**src/rtl/regfile_pkg.sv**
```systemverilog
// Shared register-file constants and the write-request record.
// Pure declarations: no latency, no backpressure.
package regfile_pkg;
   localparam int REG_ADDR_W = 5;
   localparam int NUM_REGS   = 32;
   localparam int REG_DATA_W = 32;

   typedef struct packed {
      logic [REG_ADDR_W-1:0] addr;
      logic [REG_DATA_W-1:0] data;
   } wr_req_t;
endpackage

```
**src/rtl/regfile_wr_arbiter_if.sv**
```systemverilog
// Requester-side and register-file-side signals of the write-port arbiter.
// master = requesters plus register file (drive requests/stall), slave = arbiter.
interface regfile_wr_arbiter_if #(
   parameter int NREQ   = 4,
   parameter int DATA_W = 32
);
   logic [NREQ-1:0]                         req_valid;
   logic [regfile_pkg::REG_ADDR_W*NREQ-1:0] req_addr;
   logic [DATA_W*NREQ-1:0]                  req_data;
   logic [NREQ-1:0]                         req_ready;
   logic                                    wr_stall;
   logic                                    wr_valid;
   logic [regfile_pkg::REG_ADDR_W-1:0]      wr_addr;
   logic [regfile_pkg::NUM_REGS-1:0]        wr_sel;
   logic [DATA_W-1:0]                       wr_data;

   modport master (
      output req_valid, req_addr, req_data, wr_stall,
      input  req_ready, wr_valid, wr_addr, wr_sel, wr_data
   );

   modport slave (
      input  req_valid, req_addr, req_data, wr_stall,
      output req_ready, wr_valid, wr_addr, wr_sel, wr_data
   );
endinterface

```
**src/rtl/onehot_dec5.sv**
```systemverilog
// 5-to-32 one-hot decoder; combinational, no backpressure.
// A disabled decoder drives all zeros rather than selecting register 0.
module onehot_dec5
   import regfile_pkg::*;
(
   input  logic                  en,
   input  logic [REG_ADDR_W-1:0] addr,
   output logic [NUM_REGS-1:0]   sel
);
   assign sel = en ? (NUM_REGS'(1) << addr) : '0;
endmodule

```
**src/rtl/regfile_wr_arbiter.sv**
```systemverilog
// Round-robin register-file write-port arbiter; 1-cycle latency, wr_stall with a valid write freezes the port and zeroes req_ready.
// REGFILE_ZERO_GUARD_EN: accepted writes to register 0 are dropped (never presented).
module regfile_wr_arbiter
   import regfile_pkg::*;
#(
   parameter int NREQ   = 4,
   parameter int DATA_W = 32
) (
   input  logic               clk,
   input  logic               rst_n,
   regfile_wr_arbiter_if.slave bus
);
   localparam int PTR_W = $clog2(NREQ);
   localparam int SUM_W = PTR_W + 1;

   typedef struct packed {
      logic [REG_ADDR_W-1:0] addr;
      logic [DATA_W-1:0]     data;
   } req_t;

   req_t             reqs [NREQ];
   req_t             wr_q;
   logic             wr_valid_q;
   logic [PTR_W-1:0] rr_ptr;
   logic             hold;
   logic             gnt_vld;
   logic [PTR_W-1:0] gnt_idx;
   logic [SUM_W-1:0] sum;
   logic [NUM_REGS-1:0] sel;

   for (genvar i = 0; i < NREQ; i++) begin : g_unpack
      assign reqs[i] = '{addr: bus.req_addr[i*REG_ADDR_W +: REG_ADDR_W],
                         data: bus.req_data[i*DATA_W +: DATA_W]};
   end

   assign hold = wr_valid_q & bus.wr_stall;

   // Scan from rr_ptr upward, wrapping modulo NREQ; first valid requester wins.
   always_comb begin
      gnt_vld = 1'b0;
      gnt_idx = '0;
      sum     = '0;
      for (int k = 0; k < NREQ; k++) begin
         sum = {1'b0, rr_ptr} + SUM_W'(k);
         if (sum >= SUM_W'(NREQ)) sum = sum - SUM_W'(NREQ);
         if (!gnt_vld && bus.req_valid[sum[PTR_W-1:0]]) begin
            gnt_vld = 1'b1;
            gnt_idx = sum[PTR_W-1:0];
         end
      end
   end

   assign bus.req_ready = (rst_n && !hold && gnt_vld) ? (NREQ'(1) << gnt_idx) : '0;

   always_ff @(posedge clk) begin
      if (!rst_n) begin
         rr_ptr     <= '0;
         wr_valid_q <= 1'b0;
         wr_q       <= '0;
      end else if (!hold) begin
         if (gnt_vld) begin
            wr_q       <= reqs[gnt_idx];
`ifdef REGFILE_ZERO_GUARD_EN
            wr_valid_q <= (reqs[gnt_idx].addr != '0);
`else
            wr_valid_q <= 1'b1;
`endif
            rr_ptr     <= (gnt_idx == PTR_W'(NREQ - 1)) ? '0 : gnt_idx + 1'b1;
         end else begin
            wr_valid_q <= 1'b0;
         end
      end
   end

   onehot_dec5 u_dec (
      .en   (wr_valid_q),
      .addr (wr_q.addr),
      .sel  (sel)
   );

   assign bus.wr_valid = wr_valid_q;
   assign bus.wr_addr  = wr_q.addr;
   assign bus.wr_data  = wr_q.data;
   assign bus.wr_sel   = sel;
endmodule
```
**src/flat_wrapper.sv**
```systemverilog
// flat-port wrapper written by rule: the top's interface ports become plain ports
module regfile_wr_arbiter_flat import regfile_pkg::*;
#(
   parameter int NREQ   = 4,
   parameter int DATA_W = 32
)
  (clk, rst_n, bus_req_valid, bus_req_addr, bus_req_data, bus_wr_stall, bus_req_ready, bus_wr_valid, bus_wr_addr, bus_wr_sel, bus_wr_data);
  regfile_wr_arbiter_if #(.NREQ(NREQ), .DATA_W(DATA_W)) bus_i ();
  input  logic clk;
  input  logic rst_n;
  input wire logic [$bits(bus_i.req_valid)-1:0] bus_req_valid;
  input wire logic [$bits(bus_i.req_addr)-1:0] bus_req_addr;
  input wire logic [$bits(bus_i.req_data)-1:0] bus_req_data;
  input wire logic [$bits(bus_i.wr_stall)-1:0] bus_wr_stall;
  output wire logic [$bits(bus_i.req_ready)-1:0] bus_req_ready;
  output wire logic [$bits(bus_i.wr_valid)-1:0] bus_wr_valid;
  output wire logic [$bits(bus_i.wr_addr)-1:0] bus_wr_addr;
  output wire logic [$bits(bus_i.wr_sel)-1:0] bus_wr_sel;
  output wire logic [$bits(bus_i.wr_data)-1:0] bus_wr_data;
  assign bus_i.req_valid = bus_req_valid;
  assign bus_i.req_addr = bus_req_addr;
  assign bus_i.req_data = bus_req_data;
  assign bus_i.wr_stall = bus_wr_stall;
  assign bus_req_ready = bus_i.req_ready;
  assign bus_wr_valid = bus_i.wr_valid;
  assign bus_wr_addr = bus_i.wr_addr;
  assign bus_wr_sel = bus_i.wr_sel;
  assign bus_wr_data = bus_i.wr_data;
  regfile_wr_arbiter #(.NREQ(NREQ), .DATA_W(DATA_W)) u_core (.clk(clk), .rst_n(rst_n), .bus(bus_i));
endmodule
```
**config.mk**
```make
export PLATFORM = sky130hd
export DESIGN_NAME = regfile_wr_arbiter_flat
export DESIGN_NICKNAME = d
export VERILOG_FILES = /design/src/rtl/regfile_pkg.sv /design/src/rtl/regfile_wr_arbiter_if.sv /design/src/rtl/onehot_dec5.sv /design/src/rtl/regfile_wr_arbiter.sv /design/src/flat_wrapper.sv
export SDC_FILE = /design/constraint.sdc
export NUM_CORES = 1
export LEC_CHECK = 0
export BUFFER_PORTS_ARGS = -buffer_cell sky130_fd_sc_hd__buf_2
export CORE_MARGIN = 1.5
export CORE_UTILIZATION = 41
export CTS_CLUSTER_SIZE = 16
export DETAILED_ROUTE_END_ITERATION = 8
export GPL_TIMING_DRIVEN = 0
export PLACE_DENSITY = 0.87
export SKIP_CTS_REPAIR_TIMING = 1
export SLEW_MARGIN = 0
export SYNTH_ARGS = -nofsm -noshare
export SYNTH_HDL_FRONTEND = slang
export SYNTH_HIERARCHICAL = 1
export SYNTH_SLANG_ARGS = --single-unit
```
**constraint.sdc**
```tcl
create_clock -name clk -period 1.95 [get_ports clk]
set_input_delay 0.195 -clock clk [delete_from_list [all_inputs] [get_ports clk]]
set_output_delay 0.195 -clock clk [all_outputs]
set_load 0.02 [all_outputs]
```
# --- Word level (Yosys, flattened, before mapping) ---
# Cells that the tools add are included.
word_totals:
  ff_bits: 40
  wordCells: 64
  out_inout_bits: 74
classes:
  n_reduce_logical: 10
  muxes: 27
  n_bitwise: 3
  shifts: 2
  eq_ne: 1
  magnitude_cmp: 9
  addsub: 8
ops:
  columns: ["operator", "n"]
  rows:
  - ["binary-select mux 37 bit (select 2 bit)", 1]
  - ["2-to-1 mux 37 bit", 2]
  - ["2-to-1 mux 32 bit", 1]
  - ["left shift 1 x 5 -> 32 bit, first input constant", 1]
  - ["2-to-1 mux 2 bit", 9]
  - [">= comparator 3 bit, second input constant", 4]
  - ["less-than comparator 2 x 3 -> 1 bit, second input constant", 4]
  - ["2-to-1 mux 1 bit", 9]
  - ["binary-select mux 1 bit (select 2 bit)", 4]
  - ["subtractor 2 x 1 -> 2 bit, second input constant", 4]
  - ["adder 2 x 2 -> 3 bit, second input constant", 2]
  - ["logical AND 1 bit", 5]
  - ["zero test 1 bit", 4]
  - ["2-to-1 mux 4 bit", 1]
  - ["left shift 1 x 2 -> 4 bit, first input constant", 1]
  - ["adder 2 x 1 -> 3 bit, second input constant", 1]
  - [">= comparator 2 x 3 -> 1 bit, second input constant", 1]
  - ["NOT 2 -> 3 bit", 1]
  - ["adder 2 x 1 -> 2 bit, second input constant", 1]
  - ["== test 2 bit, second input constant", 1]
  - ["AND reduction 2 bit", 1]
  - ["AND 1 bit", 1]
  - ["NOT 1 bit", 1]

# --- Depth between registers and ports, before layout ---
# Gate-level depths: netlist of run 1.
depth:
  ltp_word: 18
  mapped_depth: 8

# --- Hierarchy ---
# The synthesis of run 1 kept the hierarchy.
by_module_without_submodules:
  columns: ["module", "cells_each", "area_per_inst_um2", "seq_area_each_um2", "n_inst"]
  rows:
  - ["regfile_wr_arbiter", 327, 2732.6, 800.8, 1]
  - ["onehot_dec5", 47, 234.0, 0.0, 1]

# --- Worst setup path after synthesis of run 1 ---
# OpenSTA, ideal clock, no wires.
synth_timing:
  path_type: "register to output"
  start: "register u_core.rr_ptr[1]"
  end: "output bus_req_ready[0]"
  path_stages_with_launch: 9
  arrival_time_ps: 1552
  slack_ps: 203
  path_cell_list: "dfxtp_1 nand2_1 a211o_1 and2_1 buf_2 buf_6 inv_1 ha_1 and3_1"
synth_between:
  elab_chain_cells: 16
synth_lines:
  columns: ["item", "line", "text"]
  rows:
  - ["start, declared", "regfile_wr_arbiter.sv:24", "logic [PTR_W-1:0] rr_ptr;"]
  - ["start signal, assigned", "regfile_wr_arbiter.sv:68", "rr_ptr <= (gnt_idx == PTR_W'(NREQ - 1)) ? '0 : gnt_idx + 1'b1;"]
  - ["parallel branches: the longest is 15 deep, another holds adder 2 x 1 -> 3 bit", null, null]
  - ["2-to-1 mux 4 bit *", "regfile_wr_arbiter.sv:53", "assign bus.req_ready = (rst_n && !hold && gnt_vld) ? (NREQ'(1) << gnt_idx) : '0;"]
  - ["end, declared", "flat_wrapper.sv:15", "output wire logic [$bits(bus_i.req_ready)-1:0] bus_req_ready;"]
# Mark *: on every way between the ends. The select of a mux whose other input is x is not followed.

# --- Worst setup path in the final report of run 1 ---
# Same ends and word-level chain as after synthesis.

==> results of run 1 <==
-- placed cells by master (no fill, tap or decap), types with 3 or more instances in the layout --
cell / instances
a21boi_0: 38
ha_4: 3
clkbuf_1: 10
nand2_1: 40
buf_2: 229
dfxtp_1: 37
clkbuf_8: 5
nor2b_1: 3
buf_4: 10
buf_6: 12
o211ai_1: 37
nor2_1: 32
and3_1: 37
mux2i_1: 38
o21ai_1: 16
nand4bb_1: 3
clkbuf_2: 5
o21ai_0: 21
nor2b_2: 3
and3_4: 4
nand4b_1: 3
-- flip-flops by register name, indices dropped and copies added, names as in the netlist --
signal	flops
u_core/bus.wr_data	32
u_core/bus.wr_addr	5
u_core/rr_ptr	2
u_core/bus.wr_valid	1
-- path summary, 6_finish.rpt --
check                        start                      to  slack (ns)  cells after the start
max               u_core/rr_ptr[1]        bus_req_ready[0]      -0.009                      8
min               bus_req_addr[19]   u_core/bus.wr_addr[4]        0.21                      3
max reg2reg       u_core/rr_ptr[0]  u_core/bus.wr_data[21]        0.11                      7
min reg2reg  u_core/bus.wr_data[1]   u_core/bus.wr_data[1]        0.48                      2
-- worst max-delay path: stages (launching register included) --
cell      delay, ns
dfxtp_4        0.38
nand2_2        0.04
a211o_1        0.28
and2_4         0.18
buf_12         0.14
clkinv_8       0.05
ha_4           0.12
and3_4         0.17
buf_6          0.11
-- per-stage QoR --
stage | cell area (um^2) | TNS [ns] | power, mW
floorplan | 2970 | 0 | 2.06
global placement | 4230 | 0 | 2.55
detailed placement | 4230 | -0.0320 | 2.60
CTS | 4360 | -1.13 | 3.41
global route | 4560 | -0.262 | 3.73
finish | 4560 | -0.00875 | 3.54
-- cell families after synthesis --
family / Yosys count / share of synthesized area
simple gates: 137 / 0.241
mux: 38 / 0.128
fa+ha+maj: 3 / 0.0127
flops: 40 / 0.270
compound gates: 119 / 0.274
buf+inv: 37 / 0.0747
-- area by class of cell --
cell class,instances,area [um^2]
Clock buffer,5,68.8
Buffer,34,228
Multi-Input combinational cell,297,2040
Tap cell,96,120
Clock inverter,2,60.1
Timing Repair Buffer,235,1220
Inverter,2,20.0
Fill cell,625,2340
Sequential cell,40,807
-- per-layer routing --
layer,wire length (um),share of wire,vias to the layer above,global-route usage
li1,-,-,1843,-
met1,4360,0.39,1768,0.288
met2,5770,0.52,190,0.488
met3,796,0.071,22,0.0528
met4,223,0.020,0,0.101
met5,0,0,-,0
-- power by group through the flow --
stage | Combinational, mW | Sequential, mW | Clock (mW)
6_report | 1.65 | 1.09 | 0.798
5_1_grt | 1.77 | 1.11 | 0.850
4_1_cts | 1.50 | 1.08 | 0.824
3_5_place_dp | 1.50 | 1.10 | 0
3_3_place_gp | 1.46 | 1.09 | 0
2_1_floorplan | 0.793 | 1.27 | 0
==> summary.txt, run 1 <==
Place
  • Placer Congestion: 0.858
  • Cell count after placement: 698
  • Half-perimeter wire length after placement: 8.39 mm
  • Dpl ws: -0.0320 ns
  • Input/output buffers: 228

Synth
  • Top-count cell post-synth: nand2_1
  • Fraction of registers with async set/reset: 0
  • Top FF cell, synth: dfxtp_1
  • Yosys cell types: 34
  • Register area share after synthesis: 0.270
  • Area leader, netlist: dfxtp_1
  • #FFs+latches synth: 40
  • Cell Area, Synth: 0.00297 mm^2
  • Syn. warnings: 6
  • Syn Inst Count: 374
  • Post-synth top area share: 0.270
  • Synth top area cells: dfxtp_1, mux2i_1, a21boi_0
  • Number of synthesized flops with an enable pin: 0
  • Syn Nets: 532
  • Mean area per synthesized cell: 7.93 um^2
  • Synth top cells by count: nand2_1, and3_1, dfxtp_1, a21boi_0, mux2i_1

STA
  • Max Clk Rate: 0.511 GHz
  • Pins Over Slew Limit: 0
  • Final hold slack: 0.206 ns
  • Worst setup margin: -0.00875 ns
  • Final period utilization: 1.00
  • Slew Limit Headroom: 0.648
  • RSZ-0062 raised after global routing: true
  • Slew @ Worst Pin: 0.524 ns
  • Setup-failing EPs final: 1
  • Min Tclk post-route: 1.96 ns
  • Worst clock skew: 0.00935 ns
  • Final Hold Viols: 0

Worst setup path
  • Worst setup path class: flip-flop to output port
  • Startpoint type of the worst setup path: flip-flop
  • CP Capture Type: output port
  • Crit Path Max Fanout: 6
  • CP required: 1.75 ns
  • CP arrival: 1.76 ns

Finish
  • Synthesis-to-finish area growth: 53.8%
  • Non-Filler Instances: 711
  • Post-layout util: 0.661
  • Total Nets Final: 773
  • Share of layout cells above drive strength 1: 0.472
  • Ant. Diodes: 0

Job
  • Max-Cap Viols: 0

Routing
  • Final WL: 11.2 mm
  • Drt first pass iters: 6
  • DR iter-0 viols: 116
  • WL/cell: 15.7 um
  • DR vias/cell: 5.38
  • Via count: 3823
  • Detail Route Antenna Nets: 0
  • Number of remaining DRC errors: 0

Clocking
  • CTS tree: built
  • CTS H-tree depth: 2
  • CTS Sinks: 40
  • Maximum root-to-sink buffer count: 2
  • Root buffer cell: clkbuf_8
  • Num CTS Buffers: 5
  • Worst-Skew Late Latency: 0.29 ns
  • Clock slew seen by the registers of the worst setup and hold paths: 0.08 ns

Die
  • Die area: 0.00775 mm^2
  • Row Count: 30
  • Die X: 88.1 um
  • Initial Util: 0.430
  • Placeable Area: 0.00691 mm^2
  • I/O pins: 229
  • Die Span Y: 88.1 um

GRT
  • Pin count of the biggest net entering global routing: 13
  • Vias in the first global route: 3512
  • Total global routing overflow: 0
  • Global-route usage over all layers: 0.261
  • Antenna violations before repair: 0
  • First-pass GRT wire length: 15.8 mm

Run status
  • Failing checks: setup timing
  • Status: finished, violations left

Pwr
  • Worst vdd ir: 399 uV
  • Psw: 1.34 mW
  • Comb pwr share: 0.466
  • Pint: 2.20 mW
  • Sequential share of power: 0.308
  • Power per cell area: 775 mW/mm^2
  • Clk pwr share: 0.226
  • Cell leakage power: 2.31 nW
  • Switching Share: 0.378

Worst hold path
  • Worst hold path class: primary input to flip-flop
Power figures use the tool's default switching activity.
==> inputs of run 2 (changes only) <==
--- a/config.mk
+++ b/config.mk
@@ -6,15 +6,14 @@
 export NUM_CORES = 1
 export LEC_CHECK = 0
 export BUFFER_PORTS_ARGS = -buffer_cell sky130_fd_sc_hd__buf_2
-export CORE_MARGIN = 1.5
-export CORE_UTILIZATION = 41
+export CORE_AREA = 2 2 89 91
 export CTS_CLUSTER_SIZE = 16
 export DETAILED_ROUTE_END_ITERATION = 8
+export DIE_AREA = 0 0 91 93
 export GPL_TIMING_DRIVEN = 0
-export PLACE_DENSITY = 0.87
+export PLACE_DENSITY = 0.8
 export SKIP_CTS_REPAIR_TIMING = 1
 export SLEW_MARGIN = 0
 export SYNTH_ARGS = -nofsm -noshare
 export SYNTH_HDL_FRONTEND = slang
-export SYNTH_HIERARCHICAL = 1
 export SYNTH_SLANG_ARGS = --single-unit
==> run 2 against run 1 <==
- the run still ends with setup timing left
- clock-buffer cell count rose by 2
- core utilization fell by 9.0 points
- worst hold slack got worse by 0.020 ns
- sequential power fell by 5%
- clock skew fell by 0.0027 ns
- critical path depth rose by 1
- design area fell by 5.8%
- register-to-register slack got worse by 0.05 ns
- combinational power fell by 12%
- sequential share of layout area rose by 1.1 points
- largest cell class unchanged
==> summary.txt, run 2 <==
Die
  • Die Span Y: 93 um
  • Placeable Area: 0.00753 mm^2
  • Die area: 0.00846 mm^2
  • Row Count: 32
  • Initial Util: 0.347
  • I/O pins: 229
  • Die X: 91 um

STA
  • Worst clock skew: 0.00665 ns
  • Slew Limit Headroom: 0.643
  • Final hold slack: 0.186 ns
  • Pins Over Slew Limit: 0
  • RSZ-0062 raised after global routing: true
  • Slew @ Worst Pin: 0.535 ns
  • Min Tclk post-route: 2.11 ns
  • Setup-failing EPs final: 4
  • Max Clk Rate: 0.474 GHz
  • Worst setup margin: -0.160 ns
  • Final Hold Viols: 0
  • Final period utilization: 1.08

Place
  • Dpl cell area: 0.00388 mm^2
  • Dpl ws: -0.0386 ns
  • Input/output buffers: 228
  • Half-perimeter wire length after placement: 7.73 mm
  • Placer Congestion: 0.830

Synth
  • Mean area per synthesized cell: 8.76 um^2
  • Syn Nets: 454
  • Register area share after synthesis: 0.307
  • Post-synth top area share: 0.307
  • Number of synthesized flops with an enable pin: 0
  • Cell Area, Synth: 0.00261 mm^2
  • Top-count cell post-synth: mux2i_1
  • Synth top area cells: dfxtp_1, mux2i_1, o221ai_1
  • Fraction of registers with async set/reset: 0
  • Synth top cells by count: mux2i_1, nand2_1, dfxtp_1, o221ai_1, nor2_1
  • Area leader, netlist: dfxtp_1
  • #FFs+latches synth: 40
  • Syn. warnings: 0
  • Syn Inst Count: 298
  • Top FF cell, synth: dfxtp_1
  • Yosys cell types: 32

Worst setup path
  • Crit path max-delay family: buffers and inverters
  • Slowest CP cell: dfxtp_2
  • CP arrival: 1.92 ns
  • CP max stage delay: 0.34 ns
  • CP Cell Sequence: nand2b_4 > nor2b_4 > o22a_1 > buf_6 > buf_12 > buf_12 > ha_4 > and3_4 > buf_6
  • Worst setup path class: flip-flop to output port
  • CP Capture Type: output port
  • CP required: 1.75 ns
  • Crit Path Max Fanout: 6
  • Startpoint type of the worst setup path: flip-flop
  • CP Buf/Inv Count: 4

Pwr
  • Power per cell area: 722 mW/mm^2
  • Worst vdd ir: 385 uV
  • Cell leakage power: 2.23 nW

Finish
  • Total Nets Final: 707
  • Post-layout util: 0.571
  • Most frequent cells in the layout: buf_2, mux2i_1, nand2_1
  • Design area: 0.00430 mm^2
  • Max FFs per register: 32
  • Ant. Diodes: 0
  • Synthesis-to-finish area growth: 64.6%
  • Share of layout cells above drive strength 1: 0.534
  • Most common cell after layout, fill and taps aside: buf_2

Clocking
  • CTS Sinks: 40
  • Num CTS Buffers: 5
  • Worst-Skew Late Latency: 0.29 ns
  • CTS tree: built
  • Root buffer cell: clkbuf_8
  • CTS H-tree depth: 2
  • Maximum root-to-sink buffer count: 2
  • Clock slew seen by the registers of the worst setup and hold paths: 0.07 ns

Routing
  • DR vias/cell: 4.96
  • Number of remaining DRC errors: 0
  • Via count: 3239
  • Final WL: 9.95 mm
  • Drt first pass iters: 4
  • WL/cell: 15.2 um
  • Detail Route Antenna Nets: 0
  • DR iter-0 viols: 64

Run status
  • Status: finished, violations left
  • Failing checks: setup timing

GRT
  • Total global routing overflow: 0
  • Vias in the first global route: 3260
  • Pin count of the biggest net entering global routing: 12
  • Antenna violations before repair: 0
  • Global-route usage over all layers: 0.217
  • First-pass GRT wire length: 15.1 mm

Job
  • Max-Cap Viols: 0

Worst hold path
  • Worst hold path class: primary input to flip-flop
[run 2: layer usage]
| metal | GRT usage | up-vias | routed length, um |
|---|---|---|---|
| met1 | 0.244 | 1476 | 4020 |
| li1 | - | 1605 | - |
| met3 | 0.0443 | 9 | 676 |
| met2 | 0.415 | 149 | 5150 |
| met4 | 0.0543 | 0 | 107 |
| met5 | 0 | - | 0 |
[run 2: stage by stage]
stage | power (mW) | setup TNS [ns] | cells
floorplan | 1.87 | 0 | 298
global placement | 2.31 | -0.0205 | 628
detailed placement | 2.34 | -0.0977 | 628
CTS | 2.94 | -1.28 | 635
global route | 3.28 | -1.17 | 653
finish | 3.10 | -0.456 | 653
[run 2: area by class of cell]
class,instances,area [um^2]
Buffer,25,226
Clock buffer,7,96.3
Fill cell,692,3230
Inverter,4,15.0
Multi-Input combinational cell,229,1710
Sequential cell,40,806
Tap cell,102,128
Timing Repair Buffer,246,1310
[run 2: final timing paths]
kind | from | to | slack (ns) | depth (start not counted)
setup / recovery | u_core.rr_ptr[0] | bus_req_ready[2] | -0.16 | 9
setup reg to reg | u_core.rr_ptr[0] | u_core.bus.wr_data[3] | 0.06 | 10
hold reg to reg | u_core.bus.wr_data[22] | u_core.bus.wr_data[22] | 0.46 | 2
hold / removal | bus_wr_stall | u_core.bus.wr_valid | 0.19 | 3
[run 2: logic make-up (layout without fill, tap and decap cells)]
family | count (synthesis) | count (layout) | share of synthesized area
simple gates | 107 | 107 | 0.182
mux | 74 | 74 | 0.284
compound gates | 47 | 47 | 0.155
flops | 40 | 40 | 0.307
buf+inv | 29 | 282 | 0.0671
fa+ha+maj | 1 | 1 | 0.00479
[run 2: power by group]
part | switching, mW | total, mW | leakage, nW | internal [mW]
clock network | 0.286 | 0.601 | 0.0503 | 0.315
registers | 0.0875 | 1.04 | 0.333 | 0.955
logic | 0.777 | 1.46 | 1.85 | 0.682
[run 2: worst reg2reg max path, cell delays in order (launching register included)]
cell,delay [ns]
dfxtp_2,0.34
nand2b_4,0.14
nor2b_4,0.12
o22a_1,0.20
buf_6,0.14
buf_12,0.13
buf_12,0.12
buf_12,0.13
buf_4,0.14
mux2i_1,0.16
o221ai_1,0.13
==> inputs of run 3 (changes only) <==
--- a/config.mk
+++ b/config.mk
@@ -6,12 +6,12 @@
 export NUM_CORES = 1
 export LEC_CHECK = 0
 export BUFFER_PORTS_ARGS = -buffer_cell sky130_fd_sc_hd__buf_2
-export CORE_AREA = 2 2 89 91
-export CTS_CLUSTER_SIZE = 16
+export CORE_MARGIN = 1.5
+export CORE_UTILIZATION = 35
+export CTS_CLUSTER_SIZE = 25
 export DETAILED_ROUTE_END_ITERATION = 8
-export DIE_AREA = 0 0 91 93
 export GPL_TIMING_DRIVEN = 0
-export PLACE_DENSITY = 0.8
+export PLACE_DENSITY = 0.83
 export SKIP_CTS_REPAIR_TIMING = 1
 export SLEW_MARGIN = 0
 export SYNTH_ARGS = -nofsm -noshare
==> constraint.sdc (replaced) <==
create_clock -name clk -period 1.91 [get_ports clk]
set_input_delay 0.191 -clock clk [delete_from_list [all_inputs] [get_ports clk]]
set_output_delay 0.191 -clock clk [all_outputs]
set_load 0.02 [all_outputs]
==> run 3 against run 2 <==
- the run still ends with setup timing left
- worst hold slack got worse by 0.0041 ns
- clock-buffer cell count decreased by 2
- setup slack got worse by 0.061 ns
- design area is 0.26% higher
- sequential power about the same
- clock skew decreased by 0.0026 ns
- via count grew 3.1%
- die area fell by 5.7%
- largest power group unchanged
- highest routed layer unchanged
==> summary.txt, run 3 (synthesis gave the netlist of run 2 again) <==
Run status
  • Status: finished, violations left
  • Failing checks: setup timing

Die
  • Placeable Area: 0.00721 mm^2
  • Die area: 0.00798 mm^2
  • Row Count: 31
  • Die Span Y: 89.4 um
  • Die X: 89.4 um
  • Initial Util: 0.362
  • I/O pins: 229

Pwr
  • Worst vdd ir: 401 uV
  • Power per cell area: 761 mW/mm^2
  • Cell leakage power: 2.23 nW
  • Total chip power: 3.28 mW

Worst setup path
  • CP Capture Type: output port
  • R2r setup slk: 0.01 ns
  • Stages on worst setup path: 9
  • CP required: 1.72 ns
  • Worst Setup SP: u_core.rr_ptr[0]
  • Crit path max-delay family: buffers and inverters
  • CP arrival: 1.94 ns
  • Slowest CP cell: dfxtp_2
  • Crit Path Max Fanout: 6
  • Worst R2R End: u_core.bus.wr_data[4]
  • Length in cells of the worst reg-to-reg path: 10
  • Origin of the critical flop-to-flop path: u_core.rr_ptr[0]
  • CP max stage delay: 0.34 ns
  • CP Buf/Inv Count: 4
  • CP Cell Sequence: nand2b_4 > nor2b_4 > o22a_1 > buf_6 > buf_12 > buf_12 > ha_4 > and3_4 > buf_6
  • Startpoint type of the worst setup path: flip-flop
  • Worst setup path class: flip-flop to output port

STA
  • Max Clk Rate: 0.469 GHz
  • Pins Over Slew Limit: 0
  • Final hold slack: 0.182 ns
  • Final period utilization: 1.12
  • Setup-failing EPs final: 4
  • Min Tclk post-route: 2.13 ns
  • RSZ-0062 raised after global routing: true
  • Slew Limit Headroom: 0.602
  • Slew @ Worst Pin: 0.597 ns
  • Worst clock skew: 0.00406 ns
  • Worst setup margin: -0.222 ns
  • Final Hold Viols: 0

Place
  • Half-perimeter wire length after placement: 7.85 mm
  • Cell count after placement: 625
  • Dpl ws: -0.0735 ns
  • Placer Congestion: 0.829
  • Input/output buffers: 228

Clocking
  • CTS tree: built
  • CTS Sinks: 40
  • Worst-Skew Late Latency: 0.29 ns
  • Root buffer cell: clkbuf_8
  • CTS H-tree depth: 2
  • Clock slew seen by the registers of the worst setup and hold paths: 0.08 ns
  • Maximum root-to-sink buffer count: 2
  • Num CTS Buffers: 5

Worst hold path
  • Worst hold endpoint: u_core.bus.wr_valid
  • Hold path cells: 3
  • Hold Crit Start: bus_wr_stall
  • Worst hold path class: primary input to flip-flop

GRT
  • First-pass GRT wire length: 13.6 mm
  • GR Util met2: 0.433
  • Met3 usage: 0.0425
  • Vias in the first global route: 3039
  • Antenna violations before repair: 0
  • Pin count of the biggest net entering global routing: 14
  • Global Route met1 Usage: 0.237
  • Most Used Layer, Global Route: met2
  • Total global routing overflow: 0
  • Global-route usage over all layers: 0.221

Finish
  • Share of layout cells above drive strength 1: 0.535
  • Synthesis-to-finish area growth: 65.0%
  • Most frequent cells in the layout: buf_2, mux2i_1, nand2_1
  • Ant. Diodes: 0
  • Max FFs per register: 32
  • Most common cell after layout, fill and taps aside: buf_2
  • Multi-input gate area: 0.00172 mm^2
  • Register area: 808 um^2
  • Fill count: 658
  • Post-layout util: 0.597
  • Non-Filler Instances: 652
  • Total Nets Final: 708

Job
  • Max-Cap Viols: 0

Routing
  • Drt first pass iters: 4
  • Via count: 3340
  • Final WL: 10.3 mm
  • DR iter-0 viols: 108
  • Number of remaining DRC errors: 0
  • Detail Route Antenna Nets: 0
  • WL/cell: 15.8 um
  • DR vias/cell: 5.12
## run 3: cell type report
type	instances	share of cell area
plain buffers	25	0.0474
clock buffers	5	0.0160
clock inverters	3	0.00988
inverters	4	0.00349
multi-input cells	229	0.398
flip-flops and latches	40	0.188
well taps	99	0.0288
repair buffers	247	0.309
## run 3: how the worst max path moves through the flow
stage	slack, ns	end
3_5_place_dp	-0.07	bus_req_ready[1]
2_1_floorplan	0.08	bus_wr_sel[8]
6_report	-0.22	bus_req_ready[2]
5_1_grt	-0.28	bus_req_ready[2]
4_1_cts	-0.41	bus_req_ready[1]
3_3_place_gp	-0.03	bus_req_ready[3]
## run 3: where the power goes
group	total [mW]	switching [mW]	internal (mW)
sequential	1.07	0.0924	0.976
combinational	1.51	0.804	0.704
clock	0.701	0.314	0.387
total	3.28	1.21	2.07
## run 3: through the flow
step | instance area [um^2] | TNS (ns)
floorplan | 2610 | 0
global placement | 3870 | -0.0651
detailed placement | 3870 | -0.290
CTS | 3990 | -1.64
global route | 4310 | -1.19
finish | 4310 | -0.655
## run 3: worst min-delay path: stages
cell,delay (ns)
buf_2,0.12
nand2_1,0.06
a21boi_0,0.06
## run 3: layer usage
metal,share of wire,up-vias
met4,0.013,0
met5,0,-
met2,0.54,180
met1,0.38,1537
li1,-,1609
met3,0.072,14
